<file path="src/rtl/cnn_pkg.sv">
// Shared types and constants for the conv MAC/pool stage: beat kinds,
// FSM states, SSFR op-byte bit positions and int8 saturation limits.
package cnn_pkg;

  typedef enum logic [1:0] {
    KIND_BIAS = 2'd0,
    KIND_TAP  = 2'd1,
    KIND_SSFR = 2'd2,
    KIND_RSVD = 2'd3
  } beat_kind_t;

  typedef enum logic {
    ST_IDLE = 1'b0,
    ST_ACC  = 1'b1
  } state_t;

  localparam int SSFR_RELU_BIT  = 7;
  localparam int SSFR_POOL_BIT  = 6;
  localparam int SSFR_SHIFT_MSB = 4;
  localparam int SSFR_SHIFT_LSB = 0;

  localparam logic signed [7:0] INT8_MAX = 8'sd127;
  localparam logic signed [7:0] INT8_MIN = -8'sd128;

endpackage

</file>
<file path="src/rtl/conv_mac_pool_requant_lane.sv">
// Combinational requantizer for one lane: rounding arithmetic right shift,
// optional ReLU, then saturation to int8.
module requant_lane
  import cnn_pkg::*;
#(
  parameter int ACC_W = 24
) (
  input  logic signed [ACC_W-1:0] acc_i,
  input  logic        [4:0]       shift_i,
  input  logic                    relu_en_i,
  output logic signed [7:0]       q_o
);

  // Wide enough that acc plus the largest rounding term (2^30) cannot overflow.
  localparam int EXT_W = ((ACC_W > 32) ? ACC_W : 32) + 2;

  function automatic logic signed [EXT_W-1:0] round_shift(
    input logic signed [ACC_W-1:0] a,
    input logic        [4:0]       s
  );
    logic signed [EXT_W-1:0] ext;
    logic signed [EXT_W-1:0] half;
    ext  = {{(EXT_W-ACC_W){a[ACC_W-1]}}, a};
    half = '0;
    if (s != 5'd0) half[s - 5'd1] = 1'b1;
    return (ext + half) >>> s;
  endfunction

  function automatic logic signed [7:0] sat_int8(input logic signed [EXT_W-1:0] v);
    if (v > EXT_W'(INT8_MAX)) return INT8_MAX;
    if (v < EXT_W'(INT8_MIN)) return INT8_MIN;
    return v[7:0];
  endfunction

  logic signed [EXT_W-1:0] r;

  always_comb begin
    r = round_shift(acc_i, shift_i);
    if (relu_en_i && (r < 0)) r = '0;
    q_o = sat_int8(r);
  end

endmodule

</file>
<file path="src/rtl/conv_mac_pool.sv">
// Four-lane convolution MAC fed by the sequencer's framed stream, followed by
// requantization, optional ReLU / 2x2 max-pool and an int8 result drain.
module conv_mac_pool
  import cnn_pkg::*;
#(
  parameter int ACC_W      = 24,
  parameter int BIAS_SHIFT = 0,
  parameter int MAX_TAPS   = 32
) (
  input  logic        clk,
  input  logic        reset,
  input  logic        in_valid,
  input  logic [1:0]  in_kind,
  input  logic [7:0]  in_px0,
  input  logic [7:0]  in_px1,
  input  logic [7:0]  in_px2,
  input  logic [7:0]  in_px3,
  input  logic [7:0]  in_param,
  output logic        out_valid,
  output logic [7:0]  out_data,
  output logic [1:0]  out_lane,
  output logic        busy,
  output logic        err_frame,
  output logic        err_overrun,
  output logic [15:0] frame_count
);

  localparam logic [7:0] MAX_N = 8'(MAX_TAPS);

  state_t state_q, state_d;

  logic signed [ACC_W-1:0] acc_q [4];
  logic        [7:0]       n_q, tap_cnt_q;
  logic signed [7:0]       buf_q [4];
  logic        [1:0]       drain_idx_q;
  logic                    drain_act_q;
  logic                    out_valid_q;
  logic signed [7:0]       out_data_q;
  logic        [1:0]       out_lane_q;
  logic                    err_frame_q, err_overrun_q;
  logic        [15:0]      frame_cnt_q;

  logic                    load_bias, do_mac, do_ssfr, frame_err;
  logic                    n_ok;
  logic        [7:0]       px [4];
  logic signed [16:0]      prod [4];
  logic signed [ACC_W-1:0] bias_load;
  logic signed [7:0]       q [4];
  logic signed [7:0]       pool_max;

  function automatic logic signed [7:0] max4(
    input logic signed [7:0] a,
    input logic signed [7:0] b,
    input logic signed [7:0] c,
    input logic signed [7:0] d
  );
    logic signed [7:0] m_ab, m_cd;
    m_ab = (a > b) ? a : b;
    m_cd = (c > d) ? c : d;
    return (m_ab > m_cd) ? m_ab : m_cd;
  endfunction

  assign px[0] = in_px0;
  assign px[1] = in_px1;
  assign px[2] = in_px2;
  assign px[3] = in_px3;

  assign n_ok      = (in_px1 != 8'd0) && (in_px1 <= MAX_N);
  assign bias_load = ACC_W'($signed(in_param)) <<< BIAS_SHIFT;

  always_comb begin
    for (int i = 0; i < 4; i++) begin
      prod[i] = $signed({1'b0, px[i]}) * $signed(in_param);
    end
  end

  always_ff @(posedge clk) begin
    if (reset) state_q <= ST_IDLE;
    else       state_q <= state_d;
  end

  always_comb begin
    state_d   = state_q;
    load_bias = 1'b0;
    do_mac    = 1'b0;
    do_ssfr   = 1'b0;
    frame_err = 1'b0;
    if (in_valid) begin
      case (beat_kind_t'(in_kind))
        KIND_BIAS: begin
          // A BIAS mid-frame is an error but still restarts the frame.
          if (state_q == ST_ACC) frame_err = 1'b1;
          if (n_ok) begin
            load_bias = 1'b1;
            state_d   = ST_ACC;
          end else begin
            frame_err = 1'b1;
            state_d   = ST_IDLE;
          end
        end
        KIND_TAP: begin
          if ((state_q == ST_ACC) && (tap_cnt_q != n_q)) do_mac = 1'b1;
          else frame_err = 1'b1;
        end
        KIND_SSFR: begin
          if (state_q == ST_ACC) begin
            state_d = ST_IDLE;
            if (tap_cnt_q == n_q) do_ssfr = 1'b1;
            else frame_err = 1'b1;
          end else begin
            frame_err = 1'b1;
          end
        end
        default: ;
      endcase
    end
  end

  for (genvar g = 0; g < 4; g++) begin : g_lane
    requant_lane #(.ACC_W(ACC_W)) u_rq (
      .acc_i     (acc_q[g]),
      .shift_i   (in_param[SSFR_SHIFT_MSB:SSFR_SHIFT_LSB]),
      .relu_en_i (in_param[SSFR_RELU_BIT]),
      .q_o       (q[g])
    );
  end

  assign pool_max = max4(q[0], q[1], q[2], q[3]);

  // Accumulate stage: registered MAC, so an SSFR sees the previous cycle's last TAP.
  always_ff @(posedge clk) begin
    if (reset) begin
      for (int i = 0; i < 4; i++) acc_q[i] <= '0;
      n_q       <= '0;
      tap_cnt_q <= '0;
    end else if (load_bias) begin
      for (int i = 0; i < 4; i++) acc_q[i] <= bias_load;
      n_q       <= in_px1;
      tap_cnt_q <= '0;
    end else if (do_mac) begin
      for (int i = 0; i < 4; i++) acc_q[i] <= acc_q[i] + ACC_W'(prod[i]);
      tap_cnt_q <= tap_cnt_q + 8'd1;
    end
  end

  // Output stage: pooled pulse or four-cycle lane drain from a private buffer.
  always_ff @(posedge clk) begin
    if (reset) begin
      out_valid_q   <= 1'b0;
      out_data_q    <= '0;
      out_lane_q    <= '0;
      drain_act_q   <= 1'b0;
      drain_idx_q   <= '0;
      err_frame_q   <= 1'b0;
      err_overrun_q <= 1'b0;
      frame_cnt_q   <= '0;
    end else begin
      err_frame_q <= err_frame_q | frame_err;
      out_valid_q <= 1'b0;
      if (do_ssfr) begin
        frame_cnt_q <= frame_cnt_q + 16'd1;
        if (drain_act_q) err_overrun_q <= 1'b1;
        out_valid_q <= 1'b1;
        out_lane_q  <= 2'd0;
        if (in_param[SSFR_POOL_BIT]) begin
          out_data_q  <= pool_max;
          drain_act_q <= 1'b0;
        end else begin
          out_data_q  <= q[0];
          drain_act_q <= 1'b1;
          drain_idx_q <= 2'd1;
        end
      end else if (drain_act_q) begin
        out_valid_q <= 1'b1;
        out_data_q  <= buf_q[drain_idx_q];
        out_lane_q  <= drain_idx_q;
        drain_idx_q <= drain_idx_q + 2'd1;
        if (drain_idx_q == 2'd3) drain_act_q <= 1'b0;
      end
    end
  end

  always_ff @(posedge clk) begin
    if (do_ssfr && !in_param[SSFR_POOL_BIT]) begin
      for (int i = 0; i < 4; i++) buf_q[i] <= q[i];
    end
  end

  assign out_valid   = out_valid_q;
  assign out_data    = out_data_q;
  assign out_lane    = out_lane_q;
  assign busy        = (state_q == ST_ACC) | drain_act_q | out_valid_q;
  assign err_frame   = err_frame_q;
  assign err_overrun = err_overrun_q;
  assign frame_count = frame_cnt_q;

endmodule

</file>
<file path="config.mk">
export PLATFORM = sky130hd
export DESIGN_NAME = conv_mac_pool
export DESIGN_NICKNAME = d
export VERILOG_FILES = /design/src/rtl/cnn_pkg.sv /design/src/rtl/conv_mac_pool_requant_lane.sv /design/src/rtl/conv_mac_pool.sv
export SDC_FILE = /design/constraint.sdc
export NUM_CORES = 2
export LEC_CHECK = 0
export BUFFER_PORTS_ARGS = -buffer_cell sky130_fd_sc_hd__buf_2
export CORE_MARGIN = 2
export CORE_UTILIZATION = 45
export DETAILED_ROUTE_END_ITERATION = 7
export GPL_TIMING_DRIVEN = 0
export PLACE_DENSITY = 0.72
export SETUP_SLACK_MARGIN = 0.05
export SLEW_MARGIN = 10
export SYNTH_ARGS = -nofsm -noshare
export SYNTH_HDL_FRONTEND = slang
export SYNTH_HIERARCHICAL = 1
export SYNTH_SLANG_ARGS = --single-unit
</file>
<file path="constraint.sdc">
create_clock -name clk -period 20.4 [get_ports clk]
set_input_delay 2.04 -clock clk [delete_from_list [all_inputs] [get_ports clk]]
set_output_delay 2.04 -clock clk [all_outputs]
set_load 0.1 [all_outputs]
</file>
==> flow_metrics.py <==
metrics = {
    "cts": {
        "cts-root-buf": "clkbuf_16",
        "cts-htree-levels": 4,
        "cts_setup_buffers": 0,
        "clockBufferDepth": 2,
        "clk_latency_ns": 0.51,
        "tritoncts": "yes",
        "cts.sinks": 179,
        "cts_buffers": 17,
        "cts-resized-gates": 0,
        "clkTransAtPathRegs_ns": 0.08,
        "cts_hold_buf": 0,
    },
    "synth": {
        "ys_types": 153,
        "netlist.area_leader.share_pct": 13.35,
        "synthCells": 5554,
        "yosysMostFrequentCell": "nand2_1",
        "yosys-top-cells-count": "539 x nand2_1, 502 x nor2_1, 463 x ha_1",
        "synth_largest_area_cell": "ha_1",
        "syn_nets": 6272,
        "netlist_top_cells_area": "ha_1 13%, fa_1 9.7%, edfxtp_1 8.9%",
        "ys_seq_area_share_pct": 11.21,
        "syn_area_per_cell_um2": 7.814,
        "synth_edf_count": 128,
        "synth_ff_type": "edfxtp_1",
        "syn_area_mm2": 0.04340,
        "ys_warn_count": 6,
        "synthArstFlopShare_pct": 0,
        "ys_seq_elements": 179,
    },
    "critical_path": {
        "rr_endpoint": "out_data[0]",
        "crit_top_cell": "clkbuf_1",
        "crit_path_max_incr_delay_ns": 0.98,
        "timing.rr.start": "acc_q[0][1]",
        "crit_path_end_kind": "flip-flop",
        "crit_required_ns": 20.80,
        "critPathLaunch": "in_param[0]",
        "setup.worst_path.start_class": "primary input",
        "path_class": "primary input to flip-flop",
        "worstRegToRegCells": 31,
        "worstPathMaxFanout": 21,
        "worstPathArrival_ns": 15.09,
        "slowest_stage": "a2111oi_0",
        "worst-r2r-setup-slack_ns": 10.07,
    },
    "global_routing": {
        "grt_start_max_net_pins": 33,
        "grt_pass1_vias": 43173,
        "antenna_found_initial": 15,
        "gr-total-overflow": 0,
        "grt_usage_pct": 32.04,
        "grt_pass1_wl_um": 250400,
    },
    "place": {
        "port_buffers": 64,
        "gp_congestion": 1.034,
        "dp_hpwl_um": 129300,
    },
    "routing": {
        "wirelength_um": 162500,
        "drc": 0,
        "first_pass_iters": 8,
        "drt_iter0_markers": 5178,
        "via_count": 45767,
        "ant_nets": 0,
        "route.detailed.vias_per_inst": 6.599,
        "post_drt_wl_per_cell_um": 23.44,
    },
    "timing": {
        "setup_tns_ns": 0,
        "fin_skew_ns": 0.02339,
        "final.period_utilization_pct": 72.05,
        "slew_headroom_pct": 20.22,
        "worstMarginPinSlew_ns": 1.180,
        "finalHoldViolCount": 0,
        "fin_crit_ns": 14.70,
        "slew_violations": 0,
        "fmax_mhz": 68.04,
        "rsz0062_at_grt": "false",
        "finalSetupViolCount": 0,
    },
    "floorplan": {
        "fp.dieW_um": 314.5,
        "die_h_um": 314.5,
        "dieArea_mm2": 0.09894,
        "start_util_pct": 45.54,
        "core_area_mm2": 0.09529,
        "rows": 113,
        "ios": 75,
    },
    "cells_and_area": {
        "fin_nets": 6359,
        "drive_above_1_share_pct": 8.666,
        "num-fill-cells": 9435,
        "synthToLayoutAreaGrowth_pct": 6.155,
    },
    "power_and_ir_drop": {
        "power_mw": 2.582,
        "power_leakage_nw": 19.57,
        "powerDensity_mw_per_mm2": 56.05,
        "peakVddDrop_mv": 0.07378,
    },
    "run_status": {
        "outcome": "finished clean",
    },
    "worst_hold_path": {
        "holdPathEnd": "err_frame",
        "holdPathStages": 2,
        "hold_start": "err_frame",
        "worstHoldPathType": "flip-flop to flip-flop",
    },
    "flow_run": {
        "maxCapViolCount": 0,
    },
}
==> placed cells by master (no fill, tap or decap), drive strengths merged, types with 25 or more instances in the layout <==
cell type and instances:
a2111oi 30, a211oi 121, a21o 74, a21oi 371, a221oi 39, a22o 28
a22oi 25, a31oi 44, and2 172, and3 55, and4 31, buf 212
clkbuf 211, dfxtp 51, edfxtp 128, fa 210, ha 463, inv 369
mux2 33, mux2i 140, mux4 28, nand2 542, nand2b 46, nand3 136
nand4 119, nor2 511, nor2b 34, nor3 168, nor4 40, o2111ai 28
o211ai 89, o21a 56, o21ai 319, o221ai 35, o22ai 42, o31ai 34
or2 26, or3 48, xnor2 115, xor2 84
==> metrics by stage <==
stage               hold slack [ns]  cell area (µm²)  cells  util (%)  worst slack [ns]
global placement             0.4496            45300   6883     47.54             5.644
CTS                          0.4893            46030   6919     48.30             6.253
detailed placement           0.4678            45390   6887     47.64             5.726
global route                 0.5149            46050   6928     48.33             5.403
floorplan                    0.4515            43400   5554         -             9.620
finish                       0.4810            46070   6935     48.34             5.702
==> logic make-up (layout without fill, tap and decap cells) <==
| logic type | count (synthesis) | count (layout) | synth area share [%] |
|---|---|---|---|
| adder cells (fa/ha/maj) | 673 | 673 | 23.04 |
| multiplexers | 201 | 201 | 5.547 |
| AO/OA/AOI/OAI | 1601 | 1601 | 26.37 |
| flip-flops | 179 | 179 | 11.21 |
| XOR/XNOR | 199 | 199 | 4.189 |
| other | 8 | 24 | 0.06920 |
| AND/OR/NAND/NOR | 1987 | 1987 | 22.71 |
| buffers and inverters | 706 | 806 | 6.862 |
==> cell type report <==
| cell class | instances | area (µm²) | area share [%] |
|---|---|---|---|
| clock buffer | 17 | 425.4 | 0.9234 |
| timing repair buffer | 68 | 392.9 | 0.8528 |
| antenna | 16 | 40.04 | 0.08691 |
| inverter | 367 | 1378 | 2.990 |
| buffer | 339 | 1600 | 3.474 |
| tap | 1265 | 1583 | 3.436 |
| clock inverter | 15 | 209.0 | 0.4536 |
| sequential | 179 | 4865 | 10.56 |
| multi-input combinational | 4669 | 35580 | 77.22 |
==> worst max-delay path, delay by kind of cell <==
family	cells	cell delay [ns]
buf+inv	9	3.59
mux	1	0.32
simple gates	7	1.52
compound gates	19	6.79
fa+ha+maj	3	0.77
==> report_power, final <==
part | internal (mW) | total, mW | switching [mW]
Clock | 0.172 | 0.367 | 0.195
Combinational | 0.718 | 1.80 | 1.08
Sequential | 0.401 | 0.413 | 0.0118
Total | 1.29 | 2.58 | 1.29
==> how the worst max path moves through the flow <==
stage                  endpoint  slack (ns)  cells past startpoint
finish              out_data[0]        5.70                     39
global route        out_data[0]        5.40                     39
CTS                 out_data[0]        6.25                     39
detailed placement  out_data[0]        5.73                     39
global placement    out_data[0]        5.64                     39
floorplan           out_data[0]        9.62                     39
==> metal layers <==
metal	vias to the layer above	GRT usage (%)	wire length [µm]
li1	20766	-	-
met1	21796	42.97	66760
met2	2703	49.10	70270
met3	492	6.621	17380
met4	10	15.29	8063
met5	-	0	66
==> sequential cells by signal, summed over array words and instances (netlist names), named ones only <==
signal	cells
out_lane	2
err_frame	1
drain_idx_q	2
tap_cnt_q	8
frame_count	16
out_valid	1
out_data	8
buf_q	32
err_overrun	1
drain_act_q	1
state_q	1
acc_q	96
n_q	8
(Power assumes the default switching activity.)
